==> src/rtl/fetch_queue_if.sv <==
// fetch_queue_if: groups the instruction-bus, redirect and decode-side
// signals of the fetch front end.
//
//   master modport : used by fetch_queue (drives imem_addr/imem_req and id_*)
//   slave  modport : used by the environment (memory, execute and decode)
//
// Handshake semantics (the only place they are written down):
//   imem  : a fetch transfers in any cycle where imem_req && imem_ready.
//           imem_data belongs to imem_addr in that same cycle. While
//           imem_req is high and imem_ready is low, imem_addr stays stable
//           and the request repeats in the next cycle.
//   decode: the head entry transfers in any cycle where
//           id_valid && !id_stall && !redirect_valid. While id_stall is
//           high, id_valid/id_pc/id_instr stay stable.
//   redirect_valid has priority over both transfers in its cycle.
interface fetch_queue_if;
  logic [11:0] imem_addr;
  logic        imem_req;
  logic [15:0] imem_data;
  logic        imem_ready;
  logic        redirect_valid;
  logic [15:0] redirect_pc;
  logic        id_stall;
  logic        id_valid;
  logic [15:0] id_pc;
  logic [15:0] id_instr;

  modport master (
    output imem_addr, imem_req, id_valid, id_pc, id_instr,
    input  imem_data, imem_ready, redirect_valid, redirect_pc, id_stall
  );

  modport slave (
    input  imem_addr, imem_req, id_valid, id_pc, id_instr,
    output imem_data, imem_ready, redirect_valid, redirect_pc, id_stall
  );
endinterface

==> src/rtl/fetch_queue.sv <==
// fetch_queue: instruction fetch front end. Owns the fetch PC, prefetches
// sequential 16-bit instructions into a QDEPTH-entry FIFO and presents the
// head {pc, instr} pair to decode. A redirect flushes every queued entry and
// restarts fetch at the redirect target.
//
// Ports:
//   clk  - system clock, rising edge
//   rst  - asynchronous, active-high reset
//   bus  - fetch_queue_if.master (imem_*, redirect_*, id_*)
//   perf_fetch_cnt / perf_stall_cnt - only when FETCH_PERF_EN is defined;
//          saturating counts of pushes and of (id_valid && id_stall) cycles.
//
// Optional feature macro: FETCH_PERF_EN.
module fetch_queue #(
  parameter logic [15:0] RESET_PC = 16'h0000,
  parameter int          QDEPTH   = 2
) (
  input  logic                clk,
  input  logic                rst,
  fetch_queue_if.master       bus
`ifdef FETCH_PERF_EN
  ,
  output logic [15:0]         perf_fetch_cnt,
  output logic [15:0]         perf_stall_cnt
`endif
);

  localparam int PW = (QDEPTH > 1) ? $clog2(QDEPTH) : 1;
  localparam int CW = PW + 1;
  localparam logic [CW-1:0] DEPTH = CW'(QDEPTH);

  logic [15:0]   fetch_pc;
  logic [PW-1:0] head;
  logic [PW-1:0] tail;
  logic [CW-1:0] count;
  logic [15:0]   q_pc    [QDEPTH];
  logic [15:0]   q_instr [QDEPTH];

  logic pop;
  logic req;
  logic push;

  assign bus.id_valid  = (count != '0);
  assign bus.id_pc     = q_pc[head];
  assign bus.id_instr  = q_instr[head];
  assign bus.imem_addr = fetch_pc[11:0];

  assign pop = bus.id_valid && !bus.id_stall && !bus.redirect_valid;
  // A pop frees a slot in the same cycle, so a full queue still requests.
  assign req = !rst && !bus.redirect_valid && ((count < DEPTH) || pop);
  assign bus.imem_req = req;
  assign push = req && bus.imem_ready;

  // QDEPTH is a power of two, so the pointers wrap naturally.
  always_ff @(posedge clk or posedge rst) begin
    if (rst) begin
      fetch_pc <= RESET_PC & 16'hFFFE;
      head     <= '0;
      tail     <= '0;
      count    <= '0;
      for (int i = 0; i < QDEPTH; i++) begin
        q_pc[i]    <= '0;
        q_instr[i] <= '0;
      end
    end else if (bus.redirect_valid) begin
      // Storage contents are left in place; count = 0 hides them.
      fetch_pc <= bus.redirect_pc & 16'hFFFE;
      head     <= '0;
      tail     <= '0;
      count    <= '0;
    end else begin
      if (push) begin
        q_pc[tail]    <= fetch_pc;
        q_instr[tail] <= bus.imem_data;
        tail          <= tail + PW'(1);
        fetch_pc      <= fetch_pc + 16'd2;
      end
      if (pop) begin
        head <= head + PW'(1);
      end
      case ({push, pop})
        2'b10:   count <= count + CW'(1);
        2'b01:   count <= count - CW'(1);
        default: count <= count;
      endcase
    end
  end

`ifdef FETCH_PERF_EN
  always_ff @(posedge clk or posedge rst) begin
    if (rst) begin
      perf_fetch_cnt <= '0;
      perf_stall_cnt <= '0;
    end else begin
      if (push && (perf_fetch_cnt != 16'hFFFF)) begin
        perf_fetch_cnt <= perf_fetch_cnt + 16'd1;
      end
      if (bus.id_valid && bus.id_stall && (perf_stall_cnt != 16'hFFFF)) begin
        perf_stall_cnt <= perf_stall_cnt + 16'd1;
      end
    end
  end
`endif

endmodule

==> src/flat_wrapper.sv <==
// flat-port wrapper written by rule: the top's interface ports become plain ports
module fetch_queue_flat 
#(
  parameter logic [15:0] RESET_PC = 16'h0000,
  parameter int          QDEPTH   = 2
)
  (clk, rst, bus_imem_addr, bus_imem_req, bus_id_valid, bus_id_pc, bus_id_instr, bus_imem_data, bus_imem_ready, bus_redirect_valid, bus_redirect_pc, bus_id_stall);
  fetch_queue_if bus_i ();
  input  logic clk;
  input  logic rst;
  output wire logic [$bits(bus_i.imem_addr)-1:0] bus_imem_addr;
  output wire logic [$bits(bus_i.imem_req)-1:0] bus_imem_req;
  output wire logic [$bits(bus_i.id_valid)-1:0] bus_id_valid;
  output wire logic [$bits(bus_i.id_pc)-1:0] bus_id_pc;
  output wire logic [$bits(bus_i.id_instr)-1:0] bus_id_instr;
  input wire logic [$bits(bus_i.imem_data)-1:0] bus_imem_data;
  input wire logic [$bits(bus_i.imem_ready)-1:0] bus_imem_ready;
  input wire logic [$bits(bus_i.redirect_valid)-1:0] bus_redirect_valid;
  input wire logic [$bits(bus_i.redirect_pc)-1:0] bus_redirect_pc;
  input wire logic [$bits(bus_i.id_stall)-1:0] bus_id_stall;
  assign bus_imem_addr = bus_i.imem_addr;
  assign bus_imem_req = bus_i.imem_req;
  assign bus_id_valid = bus_i.id_valid;
  assign bus_id_pc = bus_i.id_pc;
  assign bus_id_instr = bus_i.id_instr;
  assign bus_i.imem_data = bus_imem_data;
  assign bus_i.imem_ready = bus_imem_ready;
  assign bus_i.redirect_valid = bus_redirect_valid;
  assign bus_i.redirect_pc = bus_redirect_pc;
  assign bus_i.id_stall = bus_id_stall;
  fetch_queue #(.RESET_PC(RESET_PC), .QDEPTH(QDEPTH)) u_core (.clk(clk), .rst(rst), .bus(bus_i));
endmodule
==> config.mk <==
export PLATFORM = sky130hd
export DESIGN_NAME = fetch_queue_flat
export DESIGN_NICKNAME = d
export VERILOG_FILES = /design/src/rtl/fetch_queue_if.sv /design/src/rtl/fetch_queue.sv /design/src/flat_wrapper.sv
export SDC_FILE = /design/constraint.sdc
export NUM_CORES = 1
export LEC_CHECK = 0
export ABC_AREA = 1
export CAP_MARGIN = 20
export CELL_PAD_IN_SITES_DETAIL_PLACEMENT = 1
export CELL_PAD_IN_SITES_GLOBAL_PLACEMENT = 1
export CORE_ASPECT_RATIO = 0.9
export CORE_MARGIN = 3
export CORE_UTILIZATION = 34
export CTS_CLUSTER_DIAMETER = 100
export DETAILED_ROUTE_END_ITERATION = 16
export HOLD_SLACK_MARGIN = 0.06
export PLACE_DENSITY_LB_ADDON = 0.2
export SETUP_SLACK_MARGIN = 0.02
export SYNTH_ARGS = -nofsm -noshare
export SYNTH_HDL_FRONTEND = slang
export SYNTH_SLANG_ARGS = --single-unit
==> constraint.sdc <==
create_clock -name clk -period 2.7 [get_ports clk]
set_clock_uncertainty 0.2 [all_clocks]
set_input_delay 0.405 -clock clk [delete_from_list [all_inputs] [get_ports clk]]
set_output_delay 0.405 -clock clk [all_outputs]
set_load 0.01 [all_outputs]
== Word-level counts from Yosys, hierarchy flattened ==
Cells that the tools add are included.

* Equality and inequality tests: 2
* Shift-type cells: 0
* Bitwise gates (word level): 3
* Order comparisons: 4
* Add/subtract/negate cells: 5
* Divide/modulo/power cells: 0
* Muxes and demuxes: 18
* Multipliers: 0
* Reductions and logical operators: 15

{| class="wikitable"
|+ Operators by type and width
! cell !! number
|-
| $mux W16 || 9
|-
| $bwmux W32 || 2
|-
| $add A16 B2 Y16 const B || 1
|-
| $demux W16 S1 || 1
|-
| $logic_and A1 B1 Y1 || 6
|-
| $reduce_bool A2 Y1 || 3
|-
| $ge A2 B2 Y1 const B || 2
|-
| $mux W1 || 4
|-
| $not A1 Y2 || 2
|-
| $pmux W2 S2 || 1
|-
| $logic_not A1 Y1 || 3
|-
| $reduce_bool A3 Y1 || 1
|-
| $add A1 B1 Y1 const B || 2
|-
| $add A2 B1 Y2 const B || 1
|-
| $eq A2 B1 Y1 const B || 1
|-
| $eq A2 B2 Y1 const B || 1
|-
| $lt A2 B1 Y1 const B || 1
|-
| $lt A2 B2 Y1 const B || 1
|-
| $mux W2 || 1
|-
| $reduce_and A2 Y1 || 1
|-
| $sub A2 B1 Y2 const B || 1
|-
| $logic_or A1 B1 Y1 || 1
|-
| $not A1 Y1 || 1
|}

* Bits of input ports: 37
* Flip-flop bits (word level): 84
* Memory bits (writable): 0
* Logic and storage cells: 55
* Memory bits (read-only): 0
* Memories: 0
* Bits in latches: 0
* Output and inout port bits: 46

== Longest topological paths before layout ==
* Word-level depth: 9
* Depth in mapped cells: 8
* Depth with buffers taken out: 8

== Worst setup path after synthesis ==
Ideal clock, no wire load.

* Path kind: flip-flop to output port
* Start: register u_core.head
* End: output bus_id_instr[0]
* Cell stages (with the launch flop): 5
* Path buffers: 2
* Data required time: 2.095 ns
* Arrival time: 1.032 ns
* Path slack: 1.063 ns
* Cells stage by stage: dfrtp_1 -> clkbuf_1 -> clkbuf_1 -> nand2_1 -> o21ai_0

* Longest elaborated chain between the ends: 4

{| class="wikitable"
|+ RTL lines
! what !! line !! source
|-
| start: declaration || fetch_queue.sv:33 || <nowiki>logic [PW-1:0] head;</nowiki>
|-
| start signal: assignment || fetch_queue.sv:79 || <nowiki>head <= head + PW'(1);</nowiki>
|-
| $not A1 Y2 (not written as such) || fetch_queue.sv:45 || <nowiki>assign bus.id_instr = q_instr[head];</nowiki>
|-
| $mux W16 (not written as such) (3 in a row) || fetch_queue.sv:45 ||
|-
| end: declaration || flat_wrapper.sv:15 || <nowiki>output wire logic [$bits(bus_i.id_instr)-1:0] bus_id_instr;</nowiki>
|}

No other way between the ends. The select of a mux whose other input is x is not followed.

== Worst setup path after layout ==
* Start: register u_core.head
* End: output bus_id_pc[4]

* Longest elaborated chain between the ends: 4

{| class="wikitable"
|+ RTL lines
! what !! line !! source
|-
| $not A1 Y2 (not written as such) || fetch_queue.sv:44 || <nowiki>assign bus.id_pc = q_pc[head];</nowiki>
|-
| $mux W16 (not written as such) (3 in a row) || fetch_queue.sv:44 ||
|-
| end: declaration || flat_wrapper.sv:14 || <nowiki>output wire logic [$bits(bus_i.id_pc)-1:0] bus_id_pc;</nowiki>
|}

No other way between the ends. The select of a mux whose other input is x is not followed.

==> results.sh <==
export IMPL_cts_buffers=9
export IMPL_rsz0062_at_grt="false"
export IMPL_synth_top_area_share_pct=49.50
export IMPL_slew_headroom_pct=63.10
export IMPL_fp_dieH_um=110.1
export IMPL_ys_ff_latch=81
export IMPL_synthCells=528
export IMPL_drive_gt1_share_pct=6.879
export IMPL_gp_congestion=0.7769
export IMPL_grt_pass1_vias=3674
export IMPL_setup_viol=0
export IMPL_setup_tns_final_ns=0
export IMPL_cp_end_kind="output pin"
export IMPL_grt_overflow_total=0
export IMPL_antenna_found_initial=0
export IMPL_slew_violations=0
export IMPL_clk_path_buf_depth=2
export IMPL_vias_per_cell=4.846
export IMPL_portBuffers=79
export IMPL_critPathTopFamily="buffers and inverters"
export IMPL_clk_insertion_delay_late_ns=0.34
export IMPL_critPathMaxFanout=38
export IMPL_drcViolationCount=0
export IMPL_cellPowerDensity_nw_per_um2=714.2
export IMPL_slowest_delay_ns=0.58
export IMPL_syn_mean_instance_area_um2=7.756
export IMPL_die_w_um=121.7
export IMPL_path_cells="buf_12, o21ai_0, clkdlybuf4s50_1"
export IMPL_crit_path_top_delay_cell="clkdlybuf4s50_1"
export IMPL_cp_data_arrival_time_ns=1.94
export IMPL_core_area_um2=11620
export IMPL_ys_types=30
export IMPL_tightest_slew_ns=0.5523
export IMPL_p_leak_uw=0.002372
export IMPL_syn_area_um2=4095
export IMPL_vias=3644
export IMPL_yosysTopAreaCell="dfrtp_1"
export IMPL_ys_seq_area_share_pct=49.50
export IMPL_power_total_uw=3780
export IMPL_tritoncts="done"
export IMPL_fillers=1399
export IMPL_place_detailed_hpwl_um=8194
export IMPL_root_buffer="clkbuf_16"
export IMPL_path_buf_inv=2
export IMPL_required_ns=2.10
export IMPL_antenna_cells=0
export IMPL_fin_nets=630
export IMPL_drt_initial_drc_count=211
export IMPL_synthTopCellsByCount="nand2_1 (177), o21ai_0 (82), dfrtp_1 (81)"
export IMPL_cts_sinks=81
export IMPL_die_area_um2=13400
export IMPL_cts_setup_buffers=0
export IMPL_ys_flop_type="dfrtp_1"
export IMPL_drt_total_wl_um=11390
export IMPL_synth_edf_count=0
export IMPL_ant_nets=0
export IMPL_holdBufCountCts=0
export IMPL_syn_to_final_growth_pct=29.24
export IMPL_fin_crit_sh_pct=94.28
export IMPL_path_class="register to output pin"
export IMPL_htree_levels=3
export IMPL_wl_per_cell_um=15.15
export IMPL_ys_async_sr_fraction_pct=100.0
export IMPL_fin_crit_ns=2.546
export IMPL_grt_max_degree=39
export IMPL_yosysMostFrequentCell="nand2_1"
export IMPL_io_pins=83
export IMPL_yosysWarnings=0
export IMPL_hold_viol_final=0
export IMPL_grt_usage_pct=17.84
export IMPL_placementRows=37
export IMPL_hp_class="register to register"
export IMPL_dr_pass1_iters=4
export IMPL_hold_ws_ns=0.2824
export IMPL_post_cts_resized=0
export IMPL_drv_cap=0
export IMPL_max_vdd_ir_drop_mv=0.3490
export IMPL_fmax_ghz=0.3928
export IMPL_cp_start_kind="register"
export IMPL_synth_area_leaders="dfrtp_1 (49%), nand2_1 (16%), o21ai_0 (10%)"
export IMPL_start_util_pct=35.24
export IMPL_grt_pass1_wl_um=18880
export IMPL_status="finished, final reports clean"
export IMPL_clk_pin_slew_ns=0.06
## logic make-up (layout without fill, tap and decap cells)
| family | count (synthesis) | after routing | share of synthesized area (%) |
|---|---|---|---|
| xor+xnor | 4 | 4 | 0.8554 |
| buf+inv | 95 | 162 | 10.85 |
| simple gates | 232 | 232 | 23.34 |
| other cells | 1 | 2 | 0.09157 |
| flops | 81 | 81 | 49.50 |
| fa+ha+maj | 1 | 1 | 0.3055 |
| compound gates | 114 | 114 | 15.06 |
## worst register-to-register path, delay by kind of cell, from the launching register on
| kind | cells | cell delay [ns] |
|---|---|---|
| AND/OR/NAND/NOR | 5 | 0.80 |
| flip-flops | 1 | 0.43 |
| buffers and inverters | 1 | 0.17 |
| AO/OA/AOI/OAI | 1 | 0.14 |
## worst paths after layout
path / startpoint / endpoint / slack (ns) / cells past startpoint
worst min register to register: u_core.q_pc[3]$_DFFE_PP0P_ / u_core.q_pc[3]$_DFFE_PP0P_ / 0.28 / 2
min in group asynchronous: rst / u_core.fetch_pc[15]$_DFFE_PP0P_ / 0.32 / 2
worst max-delay path: u_core.head$_DFFE_PP0P_ / bus_id_pc[4] / 0.15 / 3
max in group asynchronous: rst / u_core.q_pc[4]$_DFFE_PP0P_ / 1.43 / 3
worst min-delay path: u_core.q_pc[3]$_DFFE_PP0P_ / u_core.q_pc[3]$_DFFE_PP0P_ / 0.28 / 2
worst max register to register: u_core.count[1]$_DFFE_PP0P_ / u_core.fetch_pc[8]$_DFFE_PP0P_ / 0.84 / 7
## cells in the final DEF, fill, tap and decap left out, types with 3 or more instances in the layout
cell	instances
inv_1	54
o21bai_1	5
dfrtp_1	80
buf_12	4
nand2_2	3
clkdlybuf4s50_1	79
nand3_1	17
clkbuf_16	9
o21ai_0	82
nand4_1	4
o21a_1	10
buf_4	9
xor2_1	4
clkinv_2	3
nor3_1	3
nand2_1	177
o21ai_1	12
nor2_1	20
## power by group
part	total (µW)	internal [µW]	switching (µW)
sequential	1630	1480	153
clock	1210	734	478
combinational	933	468	466
## area by class of cell
type	count	area [µm²]	share of cell area, %
inverters	55	210.2	3.972
flip-flops and latches	81	2028	38.32
clock buffers	10	239.0	4.515
clock inverters	5	53.80	1.017
multi-input cells	353	1628	30.76
well taps	156	195.2	3.688
repair buffers	92	938.4	17.73
## metal layers
metal  GRT usage [%]  up-vias  part of all wire, %
li1                -     1776                    -
met1           24.90     1775                   48
met2           29.03       84                   46
met3           3.163        9                  4.4
met4           4.320        0                 0.82
met5               0        -                    0
## sequential cells by signal, summed over array words and instances, names as in the netlist
| register | flops |
|---|---|
| u_core.q_pc | 30 |
| u_core.head | 1 |
| u_core.count | 2 |
| u_core.fetch_pc | 15 |
| u_core.tail | 1 |
| u_core.q_instr | 32 |
## through the flow
stage / worst slack, ns / util, % / cells / instance area, µm²
global route: 0.04768 / 45.55 / 752 / 5293
floorplan: 1.063 / - / 529 / 4103
CTS: 0.1324 / 45.55 / 752 / 5293
detailed placement: 0.2801 / 43.03 / 737 / 5000
finish: 0.1543 / 45.55 / 752 / 5293
global placement: 0.3575 / 43.03 / 737 / 5000
No activity file was read; power rests on OpenSTA's default activity.
